==> src/rtl/riscv_pkg.sv <==
// Shared RISC-V decode definitions: opcodes, ALU operation codes, immediate
// formats and the bundle of decoded control signals.
package riscv_pkg;

  localparam logic [6:0] OP_LOAD   = 7'b0000011;
  localparam logic [6:0] OP_STORE  = 7'b0100011;
  localparam logic [6:0] OP_RTYPE  = 7'b0110011;
  localparam logic [6:0] OP_IALU   = 7'b0010011;
  localparam logic [6:0] OP_BRANCH = 7'b1100011;

  typedef enum logic [2:0] {
    ALU_ADD = 3'b000,
    ALU_SUB = 3'b001,
    ALU_AND = 3'b010,
    ALU_OR  = 3'b011,
    ALU_SLT = 3'b101
  } aluCtrl_t;

  typedef enum logic [1:0] {
    IMM_NONE = 2'b00,
    IMM_I    = 2'b01,
    IMM_S    = 2'b10,
    IMM_B    = 2'b11
  } immFmt_t;

  typedef struct packed {
    logic     regWrite;
    logic     resultSrc;
    logic     memWrite;
    logic     branch;
    logic     aluSrc;
    aluCtrl_t aluControl;
  } ctrl_t;

endpackage

==> src/rtl/register_file.sv <==
// 32x32 register file with one write port, two combinational read ports and
// a write-before-read bypass so a same-cycle writeback is visible to decode.
module register_file
  import riscv_pkg::*;
(
  input  logic        clk,
  input  logic        reset,
  input  logic        writeEn,
  input  logic [4:0]  writeAddr,
  input  logic [31:0] writeData,
  input  logic [4:0]  readAddr1,
  input  logic [4:0]  readAddr2,
  output logic [31:0] readData1,
  output logic [31:0] readData2
);

  logic [31:0] regs [32];
  logic        writeValid;

  assign writeValid = writeEn && (writeAddr != 5'd0);

  always_ff @(posedge clk) begin
    if (reset) begin
      for (int i = 0; i < 32; i++) regs[i] <= '0;
    end else if (writeValid) begin
      regs[writeAddr] <= writeData;
    end
  end

  // x0 never matches the bypass because writeValid excludes it.
  always_comb begin
    readData1 = '0;
    readData2 = '0;
    if (writeValid && (readAddr1 == writeAddr)) readData1 = writeData;
    else if (readAddr1 != 5'd0)                 readData1 = regs[readAddr1];
    if (writeValid && (readAddr2 == writeAddr)) readData2 = writeData;
    else if (readAddr2 != 5'd0)                 readData2 = regs[readAddr2];
  end

endmodule

==> src/rtl/decode_cycle.sv <==
// Decode stage: control decode, immediate extension, register read and the
// D->E pipeline register with flush.
module decode_cycle
  import riscv_pkg::*;
(
  input  logic        clk,
  input  logic        reset,
  input  logic [31:0] InstrD,
  input  logic [31:0] PCD,
  input  logic [31:0] PCPlus4D,
  input  logic        RegWriteW,
  input  logic [4:0]  RDW,
  input  logic [31:0] ResultW,
  input  logic        FlushE,
  output logic        RegWriteE,
  output logic        ResultSrcE,
  output logic        MemWriteE,
  output logic        BranchE,
  output logic        ALUSrcE,
  output logic [2:0]  ALUControlE,
  output logic [31:0] RD1E,
  output logic [31:0] RD2E,
  output logic [31:0] ImmExtE,
  output logic [4:0]  RS1E,
  output logic [4:0]  RS2E,
  output logic [4:0]  RDE,
  output logic [31:0] PCE,
  output logic [31:0] PCPlus4E
);

  logic [6:0]  opcode;
  logic [2:0]  funct3;
  logic        funct7b5;
  ctrl_t       ctrlD;
  immFmt_t     immFmtD;
  logic [31:0] immExtD;
  logic [31:0] rd1D;
  logic [31:0] rd2D;

  assign opcode   = InstrD[6:0];
  assign funct3   = InstrD[14:12];
  assign funct7b5 = InstrD[30];

  register_file regFile (
    .clk       (clk),
    .reset     (reset),
    .writeEn   (RegWriteW),
    .writeAddr (RDW),
    .writeData (ResultW),
    .readAddr1 (InstrD[19:15]),
    .readAddr2 (InstrD[24:20]),
    .readData1 (rd1D),
    .readData2 (rd2D)
  );

  // Unsupported opcodes and ALU funct3 values fall back to an all-zero NOP.
  always_comb begin
    ctrlD   = '0;
    immFmtD = IMM_NONE;
    case (opcode)
      OP_LOAD: begin
        ctrlD.regWrite   = 1'b1;
        ctrlD.resultSrc  = 1'b1;
        ctrlD.aluSrc     = 1'b1;
        ctrlD.aluControl = ALU_ADD;
        immFmtD          = IMM_I;
      end
      OP_STORE: begin
        ctrlD.memWrite   = 1'b1;
        ctrlD.aluSrc     = 1'b1;
        ctrlD.aluControl = ALU_ADD;
        immFmtD          = IMM_S;
      end
      OP_BRANCH: begin
        ctrlD.branch     = 1'b1;
        ctrlD.aluControl = ALU_SUB;
        immFmtD          = IMM_B;
      end
      OP_RTYPE, OP_IALU: begin
        immFmtD        = (opcode == OP_IALU) ? IMM_I : IMM_NONE;
        ctrlD.regWrite = 1'b1;
        ctrlD.aluSrc   = (opcode == OP_IALU);
        case (funct3)
          3'b000:  ctrlD.aluControl = (opcode == OP_RTYPE && funct7b5) ? ALU_SUB : ALU_ADD;
          3'b010:  ctrlD.aluControl = ALU_SLT;
          3'b110:  ctrlD.aluControl = ALU_OR;
          3'b111:  ctrlD.aluControl = ALU_AND;
          default: ctrlD            = '0;
        endcase
      end
      default: ctrlD = '0;
    endcase
  end

  always_comb begin
    immExtD = '0;
    case (immFmtD)
      IMM_I:   immExtD = {{20{InstrD[31]}}, InstrD[31:20]};
      IMM_S:   immExtD = {{20{InstrD[31]}}, InstrD[31:25], InstrD[11:7]};
      IMM_B:   immExtD = {{19{InstrD[31]}}, InstrD[31], InstrD[7], InstrD[30:25], InstrD[11:8], 1'b0};
      default: immExtD = '0;
    endcase
  end

  // Reset and flush both turn the E stage into a bubble; the register file
  // handles reset itself so a flush still lets the writeback land.
  always_ff @(posedge clk) begin
    if (reset || FlushE) begin
      RegWriteE   <= 1'b0;
      ResultSrcE  <= 1'b0;
      MemWriteE   <= 1'b0;
      BranchE     <= 1'b0;
      ALUSrcE     <= 1'b0;
      ALUControlE <= '0;
      RD1E        <= '0;
      RD2E        <= '0;
      ImmExtE     <= '0;
      RS1E        <= '0;
      RS2E        <= '0;
      RDE         <= '0;
      PCE         <= '0;
      PCPlus4E    <= '0;
    end else begin
      RegWriteE   <= ctrlD.regWrite;
      ResultSrcE  <= ctrlD.resultSrc;
      MemWriteE   <= ctrlD.memWrite;
      BranchE     <= ctrlD.branch;
      ALUSrcE     <= ctrlD.aluSrc;
      ALUControlE <= ctrlD.aluControl;
      RD1E        <= rd1D;
      RD2E        <= rd2D;
      ImmExtE     <= immExtD;
      RS1E        <= InstrD[19:15];
      RS2E        <= InstrD[24:20];
      RDE         <= InstrD[11:7];
      PCE         <= PCD;
      PCPlus4E    <= PCPlus4D;
    end
  end

endmodule

==> config.mk <==
export PLATFORM = sky130hd
export DESIGN_NAME = decode_cycle
export DESIGN_NICKNAME = d
export VERILOG_FILES = /design/src/rtl/riscv_pkg.sv /design/src/rtl/register_file.sv /design/src/rtl/decode_cycle.sv
export SDC_FILE = /design/constraint.sdc
export NUM_CORES = 2
export LEC_CHECK = 0
export CORE_ASPECT_RATIO = 1.5
export CORE_UTILIZATION = 55
export DETAILED_ROUTE_END_ITERATION = 8
export DONT_BUFFER_PORTS = 1
export PLACE_DENSITY = 0.79
export SYNTH_ARGS = -nofsm -noshare
export SYNTH_HDL_FRONTEND = slang
export SYNTH_SLANG_ARGS = --single-unit
==> constraint.sdc <==
create_clock -name clk -period 3.86 [get_ports clk]
set_input_delay 0.965 -clock clk [delete_from_list [all_inputs] [get_ports clk]]
set_output_delay 0.965 -clock clk [all_outputs]
set_load 0.05 [all_outputs]
# ---- After elaboration in Yosys (flattened, before gate mapping)
# Memories as Yosys holds them, arrays and structs flattened.
# Index checks and enable logic that the tools add are counted.
dict set report totals {
  regBits 183
  output_inout_bits 183
  memories 1
  ramBits 1024
}
# name words word_bits rd rd_ports_with_merged_regs wr line
set mem_list {}
lappend mem_list {regFile.regs 32 32 2 0 32 register_file.sv:17} ;# logic [31:0] regs [32];
dict set report classes {
  n_mux 23
  n_reduce_logical 13
  n_eq_ne 13
}
# cell count
set op_table {}
lappend op_table {{32-bit 2-to-1 mux} 5}
lappend op_table {{32-bit one-hot mux with 3 select lines} 1}
lappend op_table {{32-bit OR reduction} 1}
lappend op_table {{5-bit nonzero test} 3}
lappend op_table {{7-bit by 6-bit equality test with 1-bit output (second input constant)} 2}
lappend op_table {{3-bit one-hot mux with 4 select lines} 1}
lappend op_table {{5-bit equality test} 2}
lappend op_table {{5-bit 2-to-1 mux} 2}
lappend op_table {{1-bit 2-to-1 mux} 8}
lappend op_table {{2-bit one-hot mux with 4 select lines} 1}
lappend op_table {{7-bit by 2-bit equality test with 1-bit output (second input constant)} 1}
lappend op_table {{7-bit by 5-bit equality test with 1-bit output (second input constant)} 1}
lappend op_table {{7-bit equality test (second input constant)} 1}
lappend op_table {{3-bit equality test (second input constant)} 2}
lappend op_table {{1-bit one-hot mux with 2 select lines} 3}
lappend op_table {{3-bit one-hot mux with 2 select lines} 1}
lappend op_table {{2-bit equality test (second input constant)} 2}
lappend op_table {{1-bit logical AND} 4}
lappend op_table {{2-bit one-hot mux with 2 select lines} 1}
lappend op_table {{2-bit OR reduction} 2}
lappend op_table {{4-bit OR reduction} 1}
lappend op_table {{3-bit by 2-bit equality test with 1-bit output (second input constant)} 1}
lappend op_table {{3-bit zero test} 1}
lappend op_table {{2-bit by 1-bit equality test with 1-bit output (second input constant)} 1}
lappend op_table {{1-bit logical OR} 1}

# ---- Longest topological paths before layout
dict set report logic_depth {
  ltp_word 7
  depth_mapped 9
  ltp_nobuf 5
}

# ---- By module
# Synthesis repeated with hierarchy kept, for this count alone.
dict set report hier_totals {
  cells_unflattened 4266
  area_unflattened_um2 59945.0
}
# module cells_each n_inst area_per_inst_um2 seq_area_each_um2
set by_module_without_submodules {}
lappend by_module_without_submodules {register_file 3860 1 55157.9 30749.5}
lappend by_module_without_submodules {decode_cycle 406 1 4787.1 3283.1}

# ---- Worst setup path after synthesis
# No wires, ideal clock.
dict set report synth_timing {
  path_kind {input to register}
  from {in RDW[4]}
  to {mem regFile.regs[5][0] (enable)}
  setup_ps 375
  t_required_ps 3485
  path_buffers 1
  arrival_ps 2359
  setup_slack_ps 1127
  stages 4
  path_cell_list {clkbuf_1 or3b_2 nor2_1 or2_2}
}
# element line
set synth_rtl {}
lappend synth_rtl {{from (decl)} decode_cycle.sv:12} ;# input logic [4:0] RDW,
lappend synth_rtl {{to (decl)} register_file.sv:17}

==> results.yml <==
yosys:
  synth_seq_cells: 1188
  ys.warnings.count: 0
  ys_async_sr_fraction_pct: 0
  syn-cell-area_mm2: 0.0602
  synth_edf_count: 1024
  ys_seq_area_share_pct: 56.6
  postSynthCellCount: 4445
  yosysTopAreaCellShare_pct: 51.1
  synth.distinct_cells: 61
  syn_avg_cell_area_um2: 13.5
  synthTopCellsByArea: "edfxtp_1 (51%), and2_1 (11%), mux2i_1 (9.5%)"
  ys.flop_type: "edfxtp_1"
  synth_top_cell_by_area: "edfxtp_1"
die:
  die_y_um: 407
  io_pins: 320
  die_area_mm2: 0.111
  coreArea_mm2: 0.109
  die-width_um: 272
  num_rows: 148
  start_util_pct: 55.4
power:
  total_leakage_power_nw: 23.4
  p_per_area_mw_per_mm2: 446
  ir_drop_uv: 392
worst_setup_path:
  rr_worst_depth: 5
  cp_top_family: "flip-flops"
  endpoint: "ImmExtE[18]"
  end_kind: "primary output"
  critPathMaxStageDelay_ns: 0.77
  cp.arrival_ns: 2.09
  worstReg2RegEnd: "RD1E[26]"
  cp_slowest_cell: "dfxtp_4"
  critical_path_buf_inv_count: 1
  path_class: "reg -> out"
  cp-startpoint: "ImmExtE[30]"
  crit_required_ns: 2.89
  reg2reg_setup_slack_ns: 1.72
  setup.worst_path.start_class: "flip-flop"
  regToRegStartpoint: "regFile.regs[6][26]"
  crit_path_cell_trace: "buf_4"
  critPathMaxFanout: 7
  cp_num_cells: 1
placement:
  dpl.hpwl_um: 116000
  port_buffers: 0
  place.gp.congestion: 0.920
  detailedPlace.worstSlack_ns: 0.626
sta:
  max_slew_margin_pct: -25.7
  fin_ws_ns: 0.802
  setup_viol: 0
  slew_viol_final: 141
  worstMarginPinSlew_ns: 1.89
  hold_viol_final: 0
  max_clock_freq_mhz: 327
  fin_crit_sh_pct: 79.2
  layout_min_cycle_time_ns: 3.06
  fin_skew_ns: 0.0326
  grt_setup_unrepaired: "false"
  setup_tns_ns: 0
layout:
  final_layout_size_suffix_gt1_share_pct: 14.7
  final_common_cell: "and2_1"
  most-common-layout-cells: "and2_1 (1078), edfxtp_1 (1024), mux2i_1 (569), mux4_2 (252), a22oi_1 (177)"
  nNetsFinal: 4369
  fin_util_pct: 59.7
  area.growth.synth_to_final_pct: 7.68
route:
  vias: 39545
  wl_per_cell_um: 33.1
  totalWireLength_um: 190000
  drtIter0Drc: 4961
  antenna_left: 0
  firstDrtPassIters: 8
  vias_per_cell: 6.88
  drcViolationCount: 0
global_routing:
  grt_first_pass_wirelength_um: 269000
  grt_pass1_vias: 39845
  antenna_found_initial: 6
  grtUsageMet1_pct: 38.7
  grt_util_met2_pct: 55.5
  busiest_layer: "met2"
  grt_max_degree: 390
  grt_use_met3_pct: 10.8
  grt_usage_pct: 34.0
  grt_overflow: 0
cts:
  clk_latency_ns: 0.74
  post_cts_buffers: 0
  cts_tree: "built"
  numCtsBuffers: 104
  clk_root_buffer_cell: "clkbuf_16"
  clk_pin_slew_worst_paths_ns: 0.07
  cts_buffer_depth: 3
  cts_hold_buf: 0
  cts_resized: 0
  numClockSinks: 1188
  h-tree-depth: 3
outcome:
  status: "finished with violations"
  failed_checks: "slew limit"
flow_run:
  max-cap-violations: 0
hold_path:
  min_from: "InstrD[12]"
  min_path_type: "in -> reg"
==> worst min path at each step <==
stage / end / slack, ns / cells after the start
global route: ALUControlE[2] / 0.31 / 1
global placement: RD1E[5] / 0.72 / 4
CTS: ALUControlE[2] / 0.29 / 1
detailed placement: RD1E[5] / 0.74 / 4
finish: ALUControlE[2] / 0.33 / 1
floorplan: RD1E[18] / 0.65 / 4
==> power breakdown <==
part / leakage (nW) / switching [mW] / internal, mW
clock: 1.75 / 4.91 / 6.17
sequential: 11.1 / 0.732 / 14.6
combinational: 10.6 / 1.32 / 1.17
total: 23.4 / 6.96 / 22.0
==> stage by stage <==
step / cells / power (mW) / hold WS (ns) / area [um2]
3_3_place_gp: 5551 / 17.9 / 0.720 / 61200
3_5_place_dp: 5551 / 18.0 / 0.743 / 61200
4_1_cts: 5744 / 28.8 / 0.293 / 64800
5_1_grt: 5745 / 29.5 / 0.312 / 64800
6_report: 5749 / 28.9 / 0.330 / 64800
2_1_floorplan: 4476 / 17.4 / 0.651 / 60300
==> kinds of logic (layout without fill, tap and decap cells) <==
logic type | Yosys count | in the layout | share of synthesized area (%)
compound gates | 487 | 487 | 5.94
simple gates | 1453 | 1453 | 14.1
xor+xnor | 9 | 9 | 0.131
flops | 1188 | 1188 | 56.6
mux | 841 | 841 | 19.3
buf+inv | 466 | 309 | 3.92
other cells | 1 | 37 | 0.00623
==> per-layer routing <==
layer / share of wire, % / wire length (um)
met2: 48 / 91100
met5: 0.013 / 24
met1: 32 / 61800
met4: 6.9 / 13100
met3: 13 / 24400
==> synth_stat cells, drive strengths merged (34+ instances only) <==
cell type / instances
and2: 1081
edfxtp: 1024
mux2i: 569
clkbuf: 283
mux4: 255
buf: 181
a22oi: 177
dfxtp: 164
nand2: 136
nor2: 105
a21oi: 85
o22ai: 54
a32o: 52
or2: 37
o211ai: 34
==> cell type report <==
cell class	count	area, um2
fillers	8065	43700
repair buffers	114	1290
flip-flops and latches	1188	34000
clock inverters	61	626
well taps	1425	1780
clock buffers	132	2950
diodes	5	12.5
inverters	2	7.51
multi-input cells	2822	24100
==> flip-flops by register name, indices dropped and copies added, names as in the netlist <==
| signal | flops |
|---|---|
| regFile.regs | 1024 |
| PCE | 32 |
| PCPlus4E | 32 |
| RD1E | 32 |
| RD2E | 32 |
| ImmExtE | 13 |
| RDE | 5 |
| RS1E | 5 |
| RS2E | 5 |
| ALUControlE | 3 |
| ALUSrcE | 1 |
| BranchE | 1 |
| MemWriteE | 1 |
| RegWriteE | 1 |
| ResultSrcE | 1 |
(Power assumes the default switching activity.)
